===== config.mk =====
export PLATFORM = sky130hd
export DESIGN_NAME = stage_wb
export DESIGN_NICKNAME = d
export VERILOG_FILES = /design/src/rtl/stage_wb.sv
export SDC_FILE = /design/constraint.sdc
export NUM_CORES = 1
export LEC_CHECK = 0
export ABC_AREA = 1
export ABC_CLOCK_PERIOD_IN_PS = 17500
export CORE_AREA = 4 4 353 355
export DETAILED_ROUTE_END_ITERATION = 16
export DIE_AREA = 0 0 357 359
export GPL_TIMING_DRIVEN = 0
export SYNTH_ARGS = -nofsm -noshare
export SYNTH_HDL_FRONTEND = slang
export SYNTH_SLANG_ARGS = --single-unit

===== constraint.sdc =====
create_clock -name clk -period 17.5 [get_ports clk]
set_input_delay 3.5 -clock clk [delete_from_list [all_inputs] [get_ports clk]]
set_output_delay 3.5 -clock clk [all_outputs]
set_load 0.02 [all_outputs]

===== src/rtl/stage_wb.sv =====
// Writeback stage: commits register writes, redirects, TLB writes and exceptions,
// and drains committed stores to the D-cache through an in-order store buffer.
package common;
  localparam int n_threads = 4;
  typedef logic [$clog2(n_threads)-1:0] threadid_t;
  typedef logic [4:0]  regid_t;
  typedef logic [31:0] word_t;
  typedef logic [31:0] vptr_t;
  typedef logic [31:0] pptr_t;
  typedef logic [19:0] vpn_t;
  typedef logic [19:0] ppn_t;
  typedef enum logic [1:0] {TLBW_NONE = 2'd0, TLBW_ITLB = 2'd1, TLBW_DTLB = 2'd2} tlbwrite_t;
endpackage

module stage_wb
  import common::*;
#(
  parameter int SB_DEPTH  = 4,
  parameter int N_THREADS = common::n_threads
) (
  input  logic                     clk,
  input  logic                     rst,
  input  threadid_t                wb_thread,
  input  logic                     wb_isvalid,
  input  logic                     wb_itlb_miss,
  input  logic                     wb_dtlb_miss,
  input  regid_t                   wb_dst,
  input  vptr_t                    wb_pc,
  input  word_t                    wb_r2,
  input  word_t                    wb_data,
  input  word_t                    wb_mul,
  input  logic                     wb_isequal,
  input  logic                     wb_flag_mul,
  input  logic                     wb_flag_reg,
  input  logic                     wb_flag_jump,
  input  logic                     wb_flag_branch,
  input  logic                     wb_flag_iret,
  input  logic                     wb_flag_store,
  input  logic                     wb_flag_isbyte,
  input  tlbwrite_t                wb_flag_tlbwrite,
  input  pptr_t                    wb_paddr,
  output logic                     rf_wen,
  output threadid_t                rf_thread,
  output regid_t                   rf_dst,
  output word_t                    rf_data,
  output logic                     redirect_en,
  output threadid_t                redirect_thread,
  output vptr_t                    redirect_pc,
  output logic                     exc_en,
  output threadid_t                exc_thread,
  output logic                     itlbwrite_en,
  output logic                     dtlbwrite_en,
  output vpn_t                     tlbwrite_vpn,
  output ppn_t                     tlbwrite_ppn,
  output word_t [N_THREADS-1:0]    rm0,
  output word_t [N_THREADS-1:0]    rm1,
  output word_t [N_THREADS-1:0]    rm2,
  output word_t [N_THREADS-1:0]    rm4,
  output logic                     store_en,
  output logic                     store_isbyte,
  output pptr_t                    store_addr,
  output word_t                    store_data,
  input  pptr_t                    probe_addr,
  output logic                     probe_hit,
  output logic                     sb_full,
  output logic                     replay_en,
  output threadid_t                replay_thread
);
  localparam int IDX_W = $clog2(SB_DEPTH);
  localparam int PTR_W = IDX_W + 1;

  pptr_t            sb_addr_mem   [SB_DEPTH];
  word_t            sb_data_mem   [SB_DEPTH];
  logic             sb_isbyte_mem [SB_DEPTH];
  logic [PTR_W-1:0] wptr_reg, rptr_reg, occupancy, occupancy_next;
  logic             sb_full_reg;
  pptr_t            last_addr_reg;
  word_t            last_data_reg;
  logic             last_isbyte_reg;
  logic             exc_any, commit, push, pop;
  logic [SB_DEPTH-1:0] hit_vec;
  logic             unused_probe_lsb;

  assign occupancy = wptr_reg - rptr_reg;
  assign pop       = (occupancy != '0);
  assign sb_full   = sb_full_reg;

  assign exc_any = wb_itlb_miss | wb_dtlb_miss;
  assign commit  = wb_isvalid & ~exc_any & ~(wb_flag_store & sb_full_reg & ~pop);
  assign push    = commit & wb_flag_store;

  assign rf_wen    = commit & wb_flag_reg;
  assign rf_data   = wb_flag_mul ? wb_mul : wb_data;
  assign rf_thread = wb_thread;
  assign rf_dst    = wb_dst;

  assign redirect_en     = commit & (wb_flag_jump | (wb_flag_branch & wb_isequal) | wb_flag_iret);
  assign redirect_thread = wb_thread;
  assign redirect_pc     = wb_flag_iret ? rm0[wb_thread] : wb_data;

  assign exc_en     = wb_isvalid & exc_any;
  assign exc_thread = wb_thread;

  assign itlbwrite_en = commit & (wb_flag_tlbwrite == TLBW_ITLB);
  assign dtlbwrite_en = commit & (wb_flag_tlbwrite == TLBW_DTLB);
  assign tlbwrite_vpn = wb_data[31:12];
  assign tlbwrite_ppn = wb_r2[31:12];

  // Unreachable while the drain is unconditional, but kept so a stalled drain stays safe.
  assign replay_en     = wb_isvalid & ~exc_any & wb_flag_store & sb_full_reg & ~pop;
  assign replay_thread = wb_thread;

  // Head is presented combinationally; when idle the last presented store is held.
  assign store_en     = pop;
  assign store_addr   = pop ? sb_addr_mem[rptr_reg[IDX_W-1:0]]   : last_addr_reg;
  assign store_data   = pop ? sb_data_mem[rptr_reg[IDX_W-1:0]]   : last_data_reg;
  assign store_isbyte = pop ? sb_isbyte_mem[rptr_reg[IDX_W-1:0]] : last_isbyte_reg;

  assign occupancy_next = occupancy + PTR_W'(push) - PTR_W'(pop);

  always_ff @(posedge clk) begin
    if (push) begin
      sb_addr_mem[wptr_reg[IDX_W-1:0]]   <= wb_paddr;
      sb_data_mem[wptr_reg[IDX_W-1:0]]   <= wb_r2;
      sb_isbyte_mem[wptr_reg[IDX_W-1:0]] <= wb_flag_isbyte;
    end
  end

  always_ff @(posedge clk or posedge rst) begin
    if (rst) begin
      wptr_reg        <= '0;
      rptr_reg        <= '0;
      sb_full_reg     <= 1'b0;
      last_addr_reg   <= '0;
      last_data_reg   <= '0;
      last_isbyte_reg <= 1'b0;
    end else begin
      wptr_reg    <= wptr_reg + PTR_W'(push);
      rptr_reg    <= rptr_reg + PTR_W'(pop);
      sb_full_reg <= (occupancy_next == PTR_W'(SB_DEPTH));
      if (pop) begin
        last_addr_reg   <= store_addr;
        last_data_reg   <= store_data;
        last_isbyte_reg <= store_isbyte;
      end
    end
  end

  // An entry is live when its distance from the head is below the occupancy.
  for (genvar gi = 0; gi < SB_DEPTH; gi++) begin : g_probe
    logic [IDX_W-1:0] rel;
    assign rel         = IDX_W'(gi) - rptr_reg[IDX_W-1:0];
    assign hit_vec[gi] = ({1'b0, rel} < occupancy) &&
                         (sb_addr_mem[gi][31:2] == probe_addr[31:2]);
  end
  assign probe_hit        = |hit_vec;
  assign unused_probe_lsb = ^probe_addr[1:0];

  always_ff @(posedge clk or posedge rst) begin
    if (rst) begin
      for (int i = 0; i < N_THREADS; i++) begin
        rm0[i] <= '0;
        rm1[i] <= '0;
        rm2[i] <= '0;
        rm4[i] <= 32'd1;
      end
    end else begin
      for (int i = 0; i < N_THREADS; i++) begin
        if (exc_en && wb_thread == threadid_t'(i)) begin
          rm0[i] <= wb_pc;
          rm1[i] <= wb_itlb_miss ? wb_pc : wb_data;
          rm2[i] <= wb_itlb_miss ? 32'd0 : 32'd1;
          rm4[i] <= 32'd1;
        end else if (commit && wb_flag_iret && wb_thread == threadid_t'(i)) begin
          rm4[i] <= 32'd0;
        end
      end
    end
  end
endmodule


### Word-level counts from Yosys, hierarchy flattened

Memory sizes are Yosys's and may differ from the RTL's.
Index checks and enable logic that the tools add are counted.

| operators by class | value |
|---|---|
| equal/unequal tests | 10 |
| bitwise gates (word level) | 20 |
| $lt $le $gt $ge | 5 |
| multiplexer cells | 19 |
| reduce and logical (&&, ||, !) cells | 20 |
| $add $sub $neg | 9 |

Operators with widths:

| kind | number |
|---|---|
| 2-to-1 mux 32 bit | 14 |
| == test 30 bit | 4 |
| binary-select mux 32 bit (select 2 bit) | 1 |
| AND 1 bit | 14 |
| logical AND 1 bit | 13 |
| < comparator 2 x 3 -> 1 bit | 4 |
| adder 3 x 1 -> 3 bit | 3 |
| nonzero test 2 bit | 4 |
| == test 2 bit (second input constant) | 3 |
| == test 2 x 1 -> 1 bit (second input constant) | 2 |
| 2-to-1 mux 1 bit | 4 |
| OR reduction 4 bit | 1 |
| subtractor 1 x 2 -> 2 bit (first input constant) | 2 |
| subtractor 2 bit (first input constant) | 2 |
| == test 3 bit (second input constant) | 1 |
| < comparator 2 x 3 -> 1 bit (second input constant) | 1 |
| inverter 1 bit | 3 |
| bitwise OR 1 bit | 3 |
| nonzero test 3 bit | 1 |
| subtractor 3 x 1 -> 3 bit | 1 |
| subtractor 3 bit | 1 |
| logical NOT 2 bit | 1 |

| storage, ports and cells | value |
|---|---|
| flip-flop bits (word level) | 584 |
| memory bits (writable) | 260 |
| output and inout bits | 703 |
| memories kept | 3 |
| word-level logic and storage cells | 108 |

Memories:

| memory | depth | width | read ports | clocked after memory_dff | wr ports | RTL line | source |
|---|---|---|---|---|---|---|---|
| sb_addr_mem | 4 | 32 | 5 | 0 | 1 | 72 | `pptr_t sb_addr_mem [SB_DEPTH];` |
| sb_data_mem | 4 | 32 | 1 | 0 | 1 | 73 | `word_t sb_data_mem [SB_DEPTH];` |
| sb_isbyte_mem | 4 | 1 | 1 | 0 | 1 | 74 | `logic sb_isbyte_mem [SB_DEPTH];` |

### Longest topological paths before layout

Gate-level depths: netlist (run 1).

| logic depth | value |
|---|---|
| word-level depth | 10 |
| gate-level depth with buffers | 16 |

### Worst setup path after synthesis (run 1)

No wires, ideal clock.

| timing path | value |
|---|---|
| kind | input to output |
| from | input port wb_itlb_miss |
| to | output port dtlbwrite_en |
| arrival | 4.628 ns |
| slack | 9.372 ns |
| required time | 14.000 ns |
| buffers on the path | 0 |
| stages | 4 |
| cell sequence | or2_1 -> nor2_1 -> nand2_1 -> nor3_1 |

| between the ends | value |
|---|---|
| word-level cells in the longest chain between the ends | 5 |

RTL lines:

| element | RTL line | source |
|---|---|---|
| from (decl) | 25 | `input logic wb_itlb_miss,` |
| bitwise OR 1 bit | 88 | `assign exc_any = wb_itlb_miss \| wb_dtlb_miss;` |
| inverter 1 bit | 89 | `assign commit = wb_isvalid & ~exc_any & ~(wb_flag_store & sb_full_reg & ~pop);` |
| AND 1 bit (2 in series) | 89 |  |
| AND 1 bit | 105 | `assign dtlbwrite_en = commit & (wb_flag_tlbwrite == TLBW_DTLB);` |
| to (decl) | 52 | `output logic dtlbwrite_en,` |

No other way between the ends.

### Final worst setup path (run 1)

| timing path | value |
|---|---|
| from | input port wb_thread[1] |
| to | output port redirect_pc[24] |

| between the ends | value |
|---|---|
| word-level cells in the longest chain between the ends | 3 |

RTL lines:

| element | RTL line | source |
|---|---|---|
| from (decl) | 23 | `input threadid_t wb_thread,` |
| binary-select mux 32 bit (select 2 bit) | 99 | `assign redirect_pc = wb_flag_iret ? rm0[wb_thread] : wb_data;` |
| 2-to-1 mux 32 bit (implied by the code) | 99 |  |
| 2-to-1 mux 32 bit | 99 |  |
| to (decl) | 48 | `output vptr_t redirect_pc,` |

No other way between the ends. The select of a mux whose other input is x is not followed.

==> metrics, run 1 <==
CP startpoint kind input port; layout cells sized above 1 0.126; GRT overflow 0; drt pass-1 iters 6; status completed; final setup fails 0; initial DRC count 2365; DIE AREA 128000 um^2; CP Class input port to output pin; DR vias/cell 4.42; post-route ant nets 0; total track usage 0.221; initial antenna violation count 44; H-tree depth 3; Post-synth ARST share 0.564; Worst Reg2Reg Path Length in Cells 14; Core Area 121000 um^2; min setup slack post-route 6.73 ns; maximum clock rate 92.8 MHz; P per Cell Area 149 nW/um^2; pre-CTS setup slack 6.81 ns; post-synth top area cell dfrtp_1; Finished Cell Area 40900 um^2; worst hold path class register to register; syn avg cell area 9.07 um^2; gpl congestion 0.943; Post-CTS Setup Bufs 0; Avg WL per Cell 25.1 um; synth unique cells 37; cts repair resizes 0; hold depth 2; Clock Latency Late Sink 0.63 ns; PortBufs 659; CTS buffer count 69; Slew headroom 0.0192; Synth top area share 0.291; CTS tree built; first-pass GRT wire length 200000 um; Critical Path RT 14.00 ns; post-DP HPWL 119000 um; Via Count 25900; final wirelength 147000 um; RSZ-0062 raised after global routing false; Leakage 18.5 nW; worst-path maximum fanout 10; crit end category output pin; # IOs 917; fin crit period 10.77 ns; #FFs+latches synth 596; Residual DRC 0; Post-Synthesis Cells 3144; # hold bufs at CTS 0; post-route clock period utilization 0.616; clk slew on worst S/H paths 0.06 ns; dominant synthesized flop cell dfrtp_1; Die Wd 357 um; worst slew pin tran 1.46 ns; yosys warns 0; Layout area overhead 43.3%; Final Max Tran Viols 0; Fin Hold WS 0.465 ns; vias in the first global route 25100; Max VDD drop 0.151 mV; # nets final 4380; # rows 128; number of synthesized flops with an enable pin 260; clock skew 0.0291 ns; Post-DP Area 38600 um^2; Reg area 16200 um^2; FILL cells 12600; Area contributors post-synth dfrtp_1, edfxtp_1, nand2_1; Die H 359 um; Multi-input gate area 9620 um^2; Clock Tree Root clkbuf_16; CTS Sinks 596; Worst EP arrival 7.27 ns; Final Hold Fails 0; clk buf depth 3; sequential area share after synthesis 0.569; largest net degree at the start of global routing 129; Max-Cap Viols 0; mapped cell area 28500 um^2; Power Total 6.08 mW; Initial Utilization 0.235
metal layers:
metal / vias to the layer above / track usage / wire length [um]
li1: 11800 / - / -
met1: 12500 / 0.260 / 54300
met2: 1388 / 0.381 / 71400
met3: 239 / 0.0737 / 16300
met4: 18 / 0.0639 / 4430
met5: - / 0 / 122
report_power, final:
group | total, mW | internal [mW] | switching (mW)
Clock | 1.45 | 0.839 | 0.614
Sequential | 1.82 | 1.69 | 0.130
Combinational | 2.81 | 1.03 | 1.78
Total | 6.08 | 3.55 | 2.53
Yosys cell counts, types with 29 or more instances:
| master | instances |
|---|---|
| nand4_1 | 51 |
| inv_1 | 184 |
| nand3_1 | 142 |
| buf_4 | 305 |
| o21ai_1 | 39 |
| nand2_1 | 1125 |
| buf_2 | 45 |
| edfxtp_1 | 260 |
| o22ai_1 | 29 |
| clkbuf_1 | 71 |
| xor2_1 | 49 |
| nor2_1 | 124 |
| a22oi_1 | 35 |
| dfrtp_1 | 332 |
| o21ai_0 | 235 |
critical path, cell delays in order:
cell             delay (ns)
clkdlybuf4s50_1        0.97
inv_1                  0.12
nor2_2                 0.46
clkbuf_1               0.88
a22oi_1                0.17
a31oi_1                0.42
clkdlybuf4s50_1        0.71
placed cells by master, fill, tap and decap left out, drive strengths merged, types with 35 or more instances in the layout:
cell	netlist	routed
xor2	49	49
clkbuf	71	168
edfxtp	260	260
conb	1	248
nor2	132	132
nand3	142	142
nand4	51	51
nand2	1129	1129
o21ai	274	274
dfrtp	332	332
inv	194	196
buf	373	404
clkdlybuf4s50	0	659
a22oi	35	35
logic make-up after synthesis:
family / Yosys count / share of synthesized area
buf+inv: 639 / 0.128
xor+xnor: 54 / 0.0166
compound gates: 382 / 0.0748
simple gates: 1458 / 0.205
fa+ha+maj: 14 / 0.00667
other cells: 1 / 0.000131
flops: 596 / 0.569
layout make-up:
type,count,area share
Clock buffer,97,0.0475
Tap cell,1625,0.0497
Clock inverter,28,0.00707
Inverter,195,0.0181
Buffer,444,0.0716
Sequential cell,596,0.397
Timing Repair Buffer,690,0.173
Antenna cell,19,0.00116
Multi-Input combinational cell,2156,0.235
final timing paths:
| kind | start | to | slack, ns |
|---|---|---|---|
| worst max-delay path | wb_thread[1] | redirect_pc[24] | 6.73 |
| worst min-delay path | rm4[0] | rm4[0] | 0.46 |
| worst max register to register | wptr_reg[0] | sb_full | 13.44 |
| worst min register to register | rm4[0] | rm4[0] | 0.46 |
| max in group asynchronous | rst | rm0[12] | 12.71 |
| min in group asynchronous | rst | rm1[103] | 3.43 |
through the flow:
stage | cells | utilization | TNS (ns)
6_report | 5850 | 0.337 | 0
5_1_grt | 5836 | 0.337 | 0
4_1_cts | 5831 | 0.336 | 0
3_3_place_gp | 5675 | 0.314 | -261.63
2_1_floorplan | 3391 | - | 0
3_5_place_dp | 5706 | 0.318 | 0
Note: power is estimated with default switching activity, not from simulation.
==> run 2: changes to the inputs <==
--- a/config.mk
+++ b/config.mk
@@ -6,10 +6,10 @@
 export NUM_CORES = 1
 export LEC_CHECK = 0
 export ABC_AREA = 1
-export ABC_CLOCK_PERIOD_IN_PS = 17500
-export CORE_AREA = 4 4 353 355
+export ABC_CLOCK_PERIOD_IN_PS = 10560
+export CORE_AREA = 4 4 357 359
 export DETAILED_ROUTE_END_ITERATION = 16
-export DIE_AREA = 0 0 357 359
+export DIE_AREA = 0 0 361 363
 export GPL_TIMING_DRIVEN = 0
 export SYNTH_ARGS = -nofsm -noshare
 export SYNTH_HDL_FRONTEND = slang
==> constraint.sdc (replaced) <==
create_clock -name clk -period 10.56 [get_ports clk]
set_input_delay 2.112 -clock clk [delete_from_list [all_inputs] [get_ports clk]]
set_output_delay 2.112 -clock clk [all_outputs]
set_load 0.02 [all_outputs]
==> run 2 against run 1 <==
Cell count grew 0.38%; register-to-register slack worse by 7.0 ns; sequential power increased by 66%; clock skew shrank 0.010 ns; hold slack better by 0.0012 ns; total power grew 67%; cell area rose by 0.50%; routed wire length is 0.48% higher.
==> metrics, run 2 (same netlist as run 1, synthesis figures left out) <==
DIE AREA 131000 um^2 (was 128000 um^2); Reg area 16200 um^2 (unchanged); Logic pwr share 0.459 (was 0.462); Slew headroom 0.150 (was 0.0192); CP startpoint kind input port (unchanged); PortBufs 659 (unchanged); RSZ-0062 raised after global routing false (unchanged); Clock Tree Root clkbuf_16 (unchanged); CP Class input port to output pin (unchanged); TNS Setup 0 ns (unchanged); Reg power frac 0.297 (was 0.299); first-pass GRT wire length 199000 um (was 200000 um); final wirelength 147000 um (about the same); Post-CTS Setup Bufs 0 (unchanged); gpl congestion 0.935 (was 0.943); Post-DP Area 38700 um^2 (was 38600 um^2); Final Max Tran Viols 0 (unchanged); Core Area 124000 um^2 (was 121000 um^2); drt pass-1 iters 7 (was 6); post-route ant nets 0 (unchanged); Avg WL per Cell 25.1 um (about the same); # nets final 4387 (was 4380); Net Sw Frac 0.414 (was 0.416); Final Hold Fails 0 (unchanged); most frequent cells in the layout nand2_1, clkdlybuf4s50_1, dfrtp_1 (unchanged); clk buf depth 3 (unchanged); P_sw 4.21 mW (was 2.53 mW); # IOs 917 (unchanged); Via Count 25700 (was 25900); CTS Sinks 596 (unchanged); post-DP HPWL 121000 um (was 119000 um); fin crit period 7.86 ns; largest net degree at the start of global routing 43 (was 129); Max VDD drop 0.303 mV (was 0.151 mV); Max-Cap Viols 0 (unchanged); FILL cells 12800 (was 12600); clock skew 0.0189 ns (was 0.0291 ns); vias in the first global route 24700 (was 25100); initial DRC count 2154 (was 2365); Layout area overhead 44.0% (was 43.3%); status completed (unchanged); DR vias/cell 4.38 (was 4.42); Initial Utilization 0.230 (was 0.235); Critical Path RT 8.45 ns (was 14.00 ns); P per Cell Area 247 nW/um^2 (was 149 nW/um^2); Clock Latency Late Sink 0.64 ns (was 0.63 ns); total track usage 0.215 (was 0.221); maximum clock rate 127 MHz; worst hold path class register to register (unchanged); CTS tree built (unchanged); Die H 363 um (was 359 um); Clock power frac 0.244 (was 0.239); cts repair resizes 0 (unchanged); initial antenna violation count 32 (was 44); worst-path maximum fanout 10 (unchanged); GRT overflow 0 (unchanged); Leakage 18.6 nW (was 18.5 nW); CTS buffer count 71 (was 69); layout cells sized above 1 0.125 (was 0.126); clk slew on worst S/H paths 0.06 ns (about the same); most common cell after layout, fill and taps aside nand2_1 (unchanged); crit end category output pin (unchanged); post-route clock period utilization 0.744; final setup fails 0 (unchanged); internal power 5.96 mW (was 3.55 mW); Die Wd 361 um (was 357 um); Worst EP arrival 5.75 ns (was 7.27 ns); Finished Cell Area 41100 um^2 (was 40900 um^2); H-tree depth 3 (unchanged); # hold bufs at CTS 0 (unchanged); worst slew pin tran 1.26 ns (was 1.46 ns); # rows 129 (was 128); Residual DRC 0 (unchanged); Multi-input gate area 9610 um^2 (was 9620 um^2)
-- run 2: cell types whose count changed in the layout (fill, tap and decap cells not counted), sizes merged --
cell / change
inv: +3
buf: +5
clkinv: -8
clkinvlp: +3
diode: +1
clkbuf: +4
bufinv: +2
-- run 2: critical path, cell delays in order --
cell	delay (ns)
clkdlybuf4s50_1	0.94
nand2_1	0.24
inv_1	0.30
buf_1	0.80
nand2_1	0.11
a41oi_1	0.48
clkdlybuf4s50_1	0.74
-- run 2: per-stage QoR --
stage               instances  utilization  hold slack, ns  worst slack (ns)  total power, mW
floorplan                3391            -           0.443              3.96             5.39
global placement         5687        0.308           0.455             0.600             7.67
detailed placement       5723        0.313           0.456              2.68             7.74
CTS                      5852        0.332           0.467              2.67             10.2
global route             5857        0.332           0.486              2.58             10.7
finish                   5872        0.332           0.466              2.70             10.2
-- run 2: power groups by stage --
stage | clock network [mW] | logic, mW | registers [mW]
2_1_floorplan | 0 | 2.15 | 3.24
3_3_place_gp | 0 | 4.62 | 3.05
3_5_place_dp | 0 | 4.69 | 3.05
4_1_cts | 2.52 | 4.71 | 3.01
5_1_grt | 2.62 | 4.99 | 3.05
6_report | 2.48 | 4.67 | 3.02
-- run 2: cell type report --
class / count / area share
buffer: 444 / 0.0713
sequential: 596 / 0.395
clock inverter: 28 / 0.00901
inverter: 195 / 0.0179
clock buffer: 101 / 0.0474
antenna: 20 / 0.00122
timing repair buffer: 695 / 0.175
multi-input combinational: 2156 / 0.234
tap: 1637 / 0.0498
-- run 2: path summary, 6_finish.rpt --
kind | from | to | slack [ns] | depth (start not counted)
max | wb_thread[1] | redirect_pc[22] | 2.70 | 7
min | rm4[64] | rm4[64] | 0.47 | 2
max reg2reg | wptr_reg[0] | sb_full | 6.47 | 14
min reg2reg | rm4[64] | rm4[64] | 0.47 | 2
max in group asynchronous | rst | rm1[117] | 7.04 | 7
min in group asynchronous | rst | last_addr_reg[9] | 1.90 | 2
-- run 2: layer usage --
| metal | up-vias | GRT usage | wire length, um |
|---|---|---|---|
| li1 | 11800 | - | - |
| met4 | 10 | 0.0785 | 5820 |
| met1 | 12300 | 0.252 | 54700 |
| met2 | 1327 | 0.370 | 71400 |
| met5 | - | 0 | 66 |
| met3 | 248 | 0.0686 | 15200 |
